$ cat src/rtl/demux13_router_if.sv
// Handshake bundle for demux13_router: one valid/ready input channel and three
// valid/ready output channels. The DUT connects through the slave modport.
interface demux13_router_if #(
  parameter int unsigned WIDTH = 32
);
  logic             in_valid;
  logic             in_ready;
  logic [WIDTH-1:0] in_data;
  logic [1:0]       in_sel;

  logic             out0_valid;
  logic             out0_ready;
  logic [WIDTH-1:0] out0_data;
  logic             out1_valid;
  logic             out1_ready;
  logic [WIDTH-1:0] out1_data;
  logic             out2_valid;
  logic             out2_ready;
  logic [WIDTH-1:0] out2_data;

  modport master (
    output in_valid, in_data, in_sel,
    output out0_ready, out1_ready, out2_ready,
    input  in_ready,
    input  out0_valid, out0_data,
    input  out1_valid, out1_data,
    input  out2_valid, out2_data
  );

  modport slave (
    input  in_valid, in_data, in_sel,
    input  out0_ready, out1_ready, out2_ready,
    output in_ready,
    output out0_valid, out0_data,
    output out1_valid, out1_data,
    output out2_valid, out2_data
  );
endinterface

$ cat src/rtl/demux13_router.sv
// Registered 1-to-3 demultiplexer with a one-entry holding register per output.
// Define DEMUX13_DROP_COUNT_EN to count (saturating) beats dropped via in_sel=3.
module demux13_router #(
  parameter int unsigned WIDTH = 32
) (
  input  logic                 clk,
  input  logic                 reset,
  demux13_router_if.slave      bus,
  output logic [7:0]           drop_count
);

  typedef enum logic {
    EMPTY = 1'b0,
    FULL  = 1'b1
  } chan_state_e;

  chan_state_e      state_q [3];
  chan_state_e      state_d [3];
  logic [WIDTH-1:0] data_q  [3];
  logic [WIDTH-1:0] data_d  [3];

  logic [2:0] out_ready;
  logic [2:0] load;
  logic       in_ready_w;
  logic       accept;
  logic       drop;

  always_comb begin
    out_ready = {bus.out2_ready, bus.out1_ready, bus.out0_ready};
  end

  // Ready looks only at the addressed channel so a stalled consumer blocks
  // nothing but its own traffic; never depends on in_valid.
  always_comb begin
    in_ready_w = 1'b1;
    case (bus.in_sel)
      2'd0:    in_ready_w = (state_q[0] == EMPTY) || out_ready[0];
      2'd1:    in_ready_w = (state_q[1] == EMPTY) || out_ready[1];
      2'd2:    in_ready_w = (state_q[2] == EMPTY) || out_ready[2];
      default: in_ready_w = 1'b1;
    endcase
  end

  always_comb begin
    accept = bus.in_valid && in_ready_w;
    drop   = accept && (bus.in_sel == 2'd3);
    load   = '0;
    for (int unsigned i = 0; i < 3; i++) begin
      load[i] = accept && (bus.in_sel == 2'(i));
    end
  end

  always_ff @(posedge clk or posedge reset) begin
    if (reset) begin
      for (int unsigned i = 0; i < 3; i++) begin
        state_q[i] <= EMPTY;
        data_q[i]  <= '0;
      end
    end else begin
      for (int unsigned i = 0; i < 3; i++) begin
        state_q[i] <= state_d[i];
        data_q[i]  <= data_d[i];
      end
    end
  end

  // Load wins over drain so a draining channel refills back-to-back.
  always_comb begin
    for (int unsigned i = 0; i < 3; i++) begin
      state_d[i] = state_q[i];
      data_d[i]  = data_q[i];
      if (load[i]) begin
        state_d[i] = FULL;
        data_d[i]  = bus.in_data;
      end else if ((state_q[i] == FULL) && out_ready[i]) begin
        state_d[i] = EMPTY;
      end
    end
  end

  always_comb begin
    bus.in_ready   = in_ready_w;
    bus.out0_valid = (state_q[0] == FULL);
    bus.out1_valid = (state_q[1] == FULL);
    bus.out2_valid = (state_q[2] == FULL);
    bus.out0_data  = data_q[0];
    bus.out1_data  = data_q[1];
    bus.out2_data  = data_q[2];
  end

`ifdef DEMUX13_DROP_COUNT_EN
  logic [7:0] drop_q;
  logic [7:0] drop_d;

  always_comb begin
    drop_d = drop_q;
    if (drop && (drop_q != '1)) begin
      drop_d = drop_q + 8'd1;
    end
  end

  always_ff @(posedge clk or posedge reset) begin
    if (reset) begin
      drop_q <= '0;
    end else begin
      drop_q <= drop_d;
    end
  end

  assign drop_count = drop_q;
`else
  logic unused_drop;
  assign unused_drop = drop;
  assign drop_count  = '0;
`endif

endmodule

$ cat src/flat_wrapper.sv
// flat-port wrapper written by rule: the top's interface ports become plain ports
module demux13_router_flat 
#(
  parameter int unsigned WIDTH = 32
)
  (clk, reset, drop_count, bus_in_valid, bus_in_data, bus_in_sel, bus_out0_ready, bus_out1_ready, bus_out2_ready, bus_in_ready, bus_out0_valid, bus_out0_data, bus_out1_valid, bus_out1_data, bus_out2_valid, bus_out2_data);
  demux13_router_if #(.WIDTH(WIDTH)) bus_i ();
  input  logic clk;
  input  logic reset;
  output logic [7:0] drop_count;
  input wire logic [$bits(bus_i.in_valid)-1:0] bus_in_valid;
  input wire logic [$bits(bus_i.in_data)-1:0] bus_in_data;
  input wire logic [$bits(bus_i.in_sel)-1:0] bus_in_sel;
  input wire logic [$bits(bus_i.out0_ready)-1:0] bus_out0_ready;
  input wire logic [$bits(bus_i.out1_ready)-1:0] bus_out1_ready;
  input wire logic [$bits(bus_i.out2_ready)-1:0] bus_out2_ready;
  output wire logic [$bits(bus_i.in_ready)-1:0] bus_in_ready;
  output wire logic [$bits(bus_i.out0_valid)-1:0] bus_out0_valid;
  output wire logic [$bits(bus_i.out0_data)-1:0] bus_out0_data;
  output wire logic [$bits(bus_i.out1_valid)-1:0] bus_out1_valid;
  output wire logic [$bits(bus_i.out1_data)-1:0] bus_out1_data;
  output wire logic [$bits(bus_i.out2_valid)-1:0] bus_out2_valid;
  output wire logic [$bits(bus_i.out2_data)-1:0] bus_out2_data;
  assign bus_i.in_valid = bus_in_valid;
  assign bus_i.in_data = bus_in_data;
  assign bus_i.in_sel = bus_in_sel;
  assign bus_i.out0_ready = bus_out0_ready;
  assign bus_i.out1_ready = bus_out1_ready;
  assign bus_i.out2_ready = bus_out2_ready;
  assign bus_in_ready = bus_i.in_ready;
  assign bus_out0_valid = bus_i.out0_valid;
  assign bus_out0_data = bus_i.out0_data;
  assign bus_out1_valid = bus_i.out1_valid;
  assign bus_out1_data = bus_i.out1_data;
  assign bus_out2_valid = bus_i.out2_valid;
  assign bus_out2_data = bus_i.out2_data;
  demux13_router #(.WIDTH(WIDTH)) u_core (.clk(clk), .reset(reset), .bus(bus_i), .drop_count(drop_count));
endmodule
$ cat config.mk
export PLATFORM = sky130hd
export DESIGN_NAME = demux13_router_flat
export DESIGN_NICKNAME = d
export VERILOG_FILES = /design/src/rtl/demux13_router_if.sv /design/src/rtl/demux13_router.sv /design/src/flat_wrapper.sv
export SDC_FILE = /design/constraint.sdc
export NUM_CORES = 1
export LEC_CHECK = 0
export BUFFER_PORTS_ARGS = -buffer_cell sky130_fd_sc_hd__buf_2
export CAP_MARGIN = 10
export CORE_MARGIN = 2
export CORE_UTILIZATION = 52
export CTS_CLUSTER_DIAMETER = 200
export DETAILED_ROUTE_END_ITERATION = 10
export PLACE_DENSITY_LB_ADDON = 0.3
export SYNTH_ARGS = -nofsm -noshare
export SYNTH_HDL_FRONTEND = slang
export SYNTH_SLANG_ARGS = --single-unit
$ cat constraint.sdc
create_clock -name clk -period 8 [get_ports clk]
set_input_delay 1.2 -clock clk [delete_from_list [all_inputs] [get_ports clk]]
set_output_delay 1.2 -clock clk [all_outputs]
set_load 0.02 [all_outputs]
=== After elaboration in Yosys (flattened, before gate mapping) ===
Cells that the tools add are included.

* Bits in latches: 0
* Memories kept: 0
* Memory bits (read-only): 0
* Register bits after elaboration: 99
* RAM bits: 0
* Output and inout port bits: 108
* Logic and storage cells: 32

* Order comparisons: 0
* Divide/modulo/power cells: 0
* Multiply operators: 0
* Add/sub/neg operators: 0
* Equal/unequal tests: 2
* Multiplexer cells: 7
* Bitwise operators: 3
* Shift-type cells: 0
* Reduce and logical (&&, ||, !) cells: 14

{| class="wikitable"
|+ Operator list
! kind !! number
|-
| logical AND 1 bit || 7
|-
| 2-to-1 mux 1 bit || 6
|-
| nonzero test 2 bit || 3
|-
| logical OR 1 bit || 3
|-
| inverter 1 bit || 3
|-
| case mux 1 bit (3 select lines) || 1
|-
| equality test 2 x 1 -> 1 bit, second input constant || 1
|-
| equality test 2 bit, second input constant || 1
|-
| logical NOT 2 bit || 1
|}

=== Depth between registers and ports, before layout ===
* Depth in word-level cells: 6
* Depth in mapped cells: 5
* Gate-level depth less buffers: 3

=== Worst setup path before layout ===
OpenSTA, ideal clock, no wires.

* Kind: input -> output
* Start: input bus_in_sel[1]
* End: output bus_in_ready
* Arrival: 1,930 ps
* Path slack: 4,870 ps
* Data required time: 6,800 ps
* Cell stages on the path: 3
* Cells stage by stage: clkbuf_2 mux2i_1 o21ai_0

* Cells in the longest elaborated chain, start to end: 2

{| class="wikitable"
|+ Ends and longest elaborated chain
! element !! line !! RTL
|-
| start: declaration || flat_wrapper.sv:13 || <nowiki>input wire logic [$bits(bus_i.in_sel)-1:0] bus_in_sel;</nowiki>
|-
| equality test 2 bit, or another cell as far along || demux13_router.sv:36 || <nowiki>case (bus.in_sel)</nowiki>
|-
| case mux 1 bit (3 select lines) (*) || demux13_router.sv:36 ||
|-
| end: declaration || flat_wrapper.sv:17 || <nowiki>output wire logic [$bits(bus_i.in_ready)-1:0] bus_in_ready;</nowiki>
|}

Mark *: on every way between the ends. The rest lies on a longest branch, timed or not.

=== Final worst setup path ===
* Start: input bus_out0_ready
* End: output bus_in_ready

* Cells in the longest elaborated chain, start to end: 2

{| class="wikitable"
|+ Ends and longest elaborated chain
! element !! line !! RTL
|-
| start: declaration || flat_wrapper.sv:14 || <nowiki>input wire logic [$bits(bus_i.out0_ready)-1:0] bus_out0_ready;</nowiki>
|-
| logical OR 1 bit || demux13_router.sv:37 || <nowiki>2'd0: in_ready_w = (state_q[0] == EMPTY) || out_ready[0];</nowiki>
|-
| case mux 1 bit (3 select lines) || demux13_router.sv:36 ||
|}

No other way between the ends.

==> impl_metrics.env <==
export IMPL_synth_edf_count=0
export IMPL_syn_cell_area_sq_um=3800
export IMPL_async_reset_ff_frac=1.00
export IMPL_initial_core_util=0.530
export IMPL_cts_buffers=9
export IMPL_fin_util=0.659
export IMPL_worstPathRequired_ns=6.80
export IMPL_cpPeakStageDelay_ns=0.20
export IMPL_multi_input_area_sq_um=1210
export IMPL_synth_distinct_cells=17
export IMPL_maxSlewHeadroom=0.364
export IMPL_ctsHoldBuffers=0
export IMPL_grt_ovfl_total=0
export IMPL_diodes=0
export IMPL_ios=148
export IMPL_drcViolationCount=0
export IMPL_cap_violations=0
export IMPL_worstSetupPathType="in -> out"
export IMPL_grt_pass1_wl_um=11200
export IMPL_postCtsSetupBuffers=0
export IMPL_hpwl_um=5110
export IMPL_tightest_slew_ns=0.949
export IMPL_layout_drive_gt1_share=0.593
export IMPL_fp_row_count=31
export IMPL_drt_iter0_drc=70
export IMPL_worst_endpoint_arrival_ns=1.88
export IMPL_cp_slowest_cell="buf_2"
export IMPL_grt_max_degree=53
export IMPL_place_congestion=0.808
export IMPL_max_freq_mhz=324
export IMPL_vias_per_cell=4.93
export IMPL_grt_usage=0.187
export IMPL_grt_pass1_vias=2330
export IMPL_die_area_sq_um=8010
export IMPL_cpMostUsedCell="buf_2"
export IMPL_hp_class="reg -> reg"
export IMPL_fill_cells=555
export IMPL_vias=2342
export IMPL_min_path_cells=1
export IMPL_die_w_um=89.5
export IMPL_status="complete, no violations"
export IMPL_power_density_nw_per_um2=284
export IMPL_drtPass1Iterations=4
export IMPL_cts_resized=0
export IMPL_p_leak_nw=2.31
export IMPL_ys_ff_latch=99
export IMPL_clockRootBuffer="clkbuf_8"
export IMPL_finalNetCount=411
export IMPL_reg2reg_depth=4
export IMPL_antenna_left=0
export IMPL_timing_hold_ws_ns=0.484
export IMPL_setup_tns_ns=0
export IMPL_fin_skew_ns=0.00558
export IMPL_rsz0062_at_grt="false"
export IMPL_pre_cts_ws_ns=4.93
export IMPL_clock_sinks=99
export IMPL_synth_flop_cell="dfrtp_1"
export IMPL_path_cells="buf_2 > nand2b_1 > mux2i_1 > o21ai_0 > buf_2"
export IMPL_finalCritPeriodShare=0.385
export IMPL_cp_max_fo=3
export IMPL_clock_latency_ns=0.35
export IMPL_die_height_um=89.5
export IMPL_seq_area_sq_um=2480
export IMPL_start_kind="input pin"
export IMPL_coreArea_sq_um=7180
export IMPL_wl_um=7330
export IMPL_htreeDepth=3
export IMPL_hold_viol=0
export IMPL_area_delta_synth_final_pct=24.3
export IMPL_synth_avg_cell_area_sq_um=16.5
export IMPL_setup_ws_ns=4.92
export IMPL_grt_antenna_before_repair=0
export IMPL_yosysWarnings=0
export IMPL_crit_path_end_kind="output port"
export IMPL_finalMaxSlewViolations=0
export IMPL_ir_worst_vdd_v=0.000149
export IMPL_wl_per_cell_um=15.4
export IMPL_clk_pin_slew_ns=0.09
export IMPL_setup_violations=0
export IMPL_clock_path_buffers=2
export IMPL_io_buffer_count=139
export IMPL_synthCells=231
export IMPL_cts_tree="done"
export IMPL_ys_seq_area_frac=0.652
export IMPL_layout_min_cycle_time_ns=3.08
-- cell type report --
type | count | area share
sequential | 99 | 0.524
clock inverter | 4 | 0.0106
clock buffer | 12 | 0.0307
timing repair buffer | 141 | 0.150
inverter | 1 | 0.00132
multi-input combinational | 119 | 0.257
tap | 99 | 0.0262
-- worst max-delay path: cells and delay by family --
kind / cells / cell delay (ns)
muxes: 1 / 0.09
buffers and inverters: 2 / 0.27
AOI/OAI and AO/OA: 1 / 0.17
and+or+nand+nor: 1 / 0.15
-- sequential cells by signal, summed over array words and instances (netlist names) --
name                   count
u_core.bus.out1_valid      1
u_core.bus.out0_data      32
u_core.bus.out0_valid      1
u_core.bus.out1_data      32
u_core.bus.out2_data      32
u_core.bus.out2_valid      1
-- synthesized netlist by cell type (3+ instances only) --
cell type | n | share of area
buf_6 | 3 | 0.0089
dfrtp_1 | 99 | 0.65
nand2_1 | 4 | 0.0039
buf_4 | 11 | 0.022
buf_2 | 4 | 0.0053
nand2b_1 | 3 | 0.0049
mux2_2 | 64 | 0.19
o21ai_0 | 3 | 0.0039
mux2_1 | 32 | 0.095
-- through the flow --
step	cells	cell area [sq um]	total power, mW
6_report	475	4730	1.34
5_1_grt	475	4730	1.42
4_1_cts	475	4730	1.36
3_5_place_dp	459	4530	1.05
3_3_place_gp	459	4530	1.04
2_1_floorplan	238	3830	0.903
-- routing by layer --
layer	up-vias	track usage	part of all wire
met1	1182	0.238	0.44
met3	8	0.0646	0.076
li1	1066	-	-
met4	0	0.0692	0.014
met2	86	0.299	0.47
met5	-	0	0
-- logic make-up after synthesis --
| family | share of synthesized area |
|---|---|
| AOI/OAI and AO/OA | 0.00395 |
| buffers and inverters | 0.0382 |
| DFF | 0.652 |
| muxes | 0.287 |
| other | 0.000986 |
| and+or+nand+nor | 0.0184 |
-- layout by cell type, fill, tap and decap left out, types with 3 or more instances in the layout --
cell type,instances
mux2_2,64
clkbuf_8,10
o21ai_0,3
dfrtp_1,99
mux2_1,32
nand2_1,4
buf_2,139
nand2b_1,3
conb_1,8
-- worst paths after layout --
check | startpoint | endpoint | slack (ns)
worst max-delay path | bus_out0_ready | bus_in_ready | 4.92
worst min-delay path | u_core.bus.out2_data[1] | u_core.bus.out2_data[1] | 0.48
worst max register to register | u_core.bus.out1_valid | u_core.bus.out1_data[31] | 5.94
worst min register to register | u_core.bus.out2_data[1] | u_core.bus.out2_data[1] | 0.48
max in group asynchronous | reset | u_core.bus.out2_data[10] | 6.02
min in group asynchronous | reset | u_core.bus.out2_data[12] | 0.91
-- power by group --
part	internal (mW)	total [mW]	switching, mW
clock	0.153	0.313	0.160
combinational	0.151	0.379	0.229
sequential	0.603	0.651	0.0483
total	0.907	1.34	0.437
Note: power is estimated with default switching activity, not from simulation.
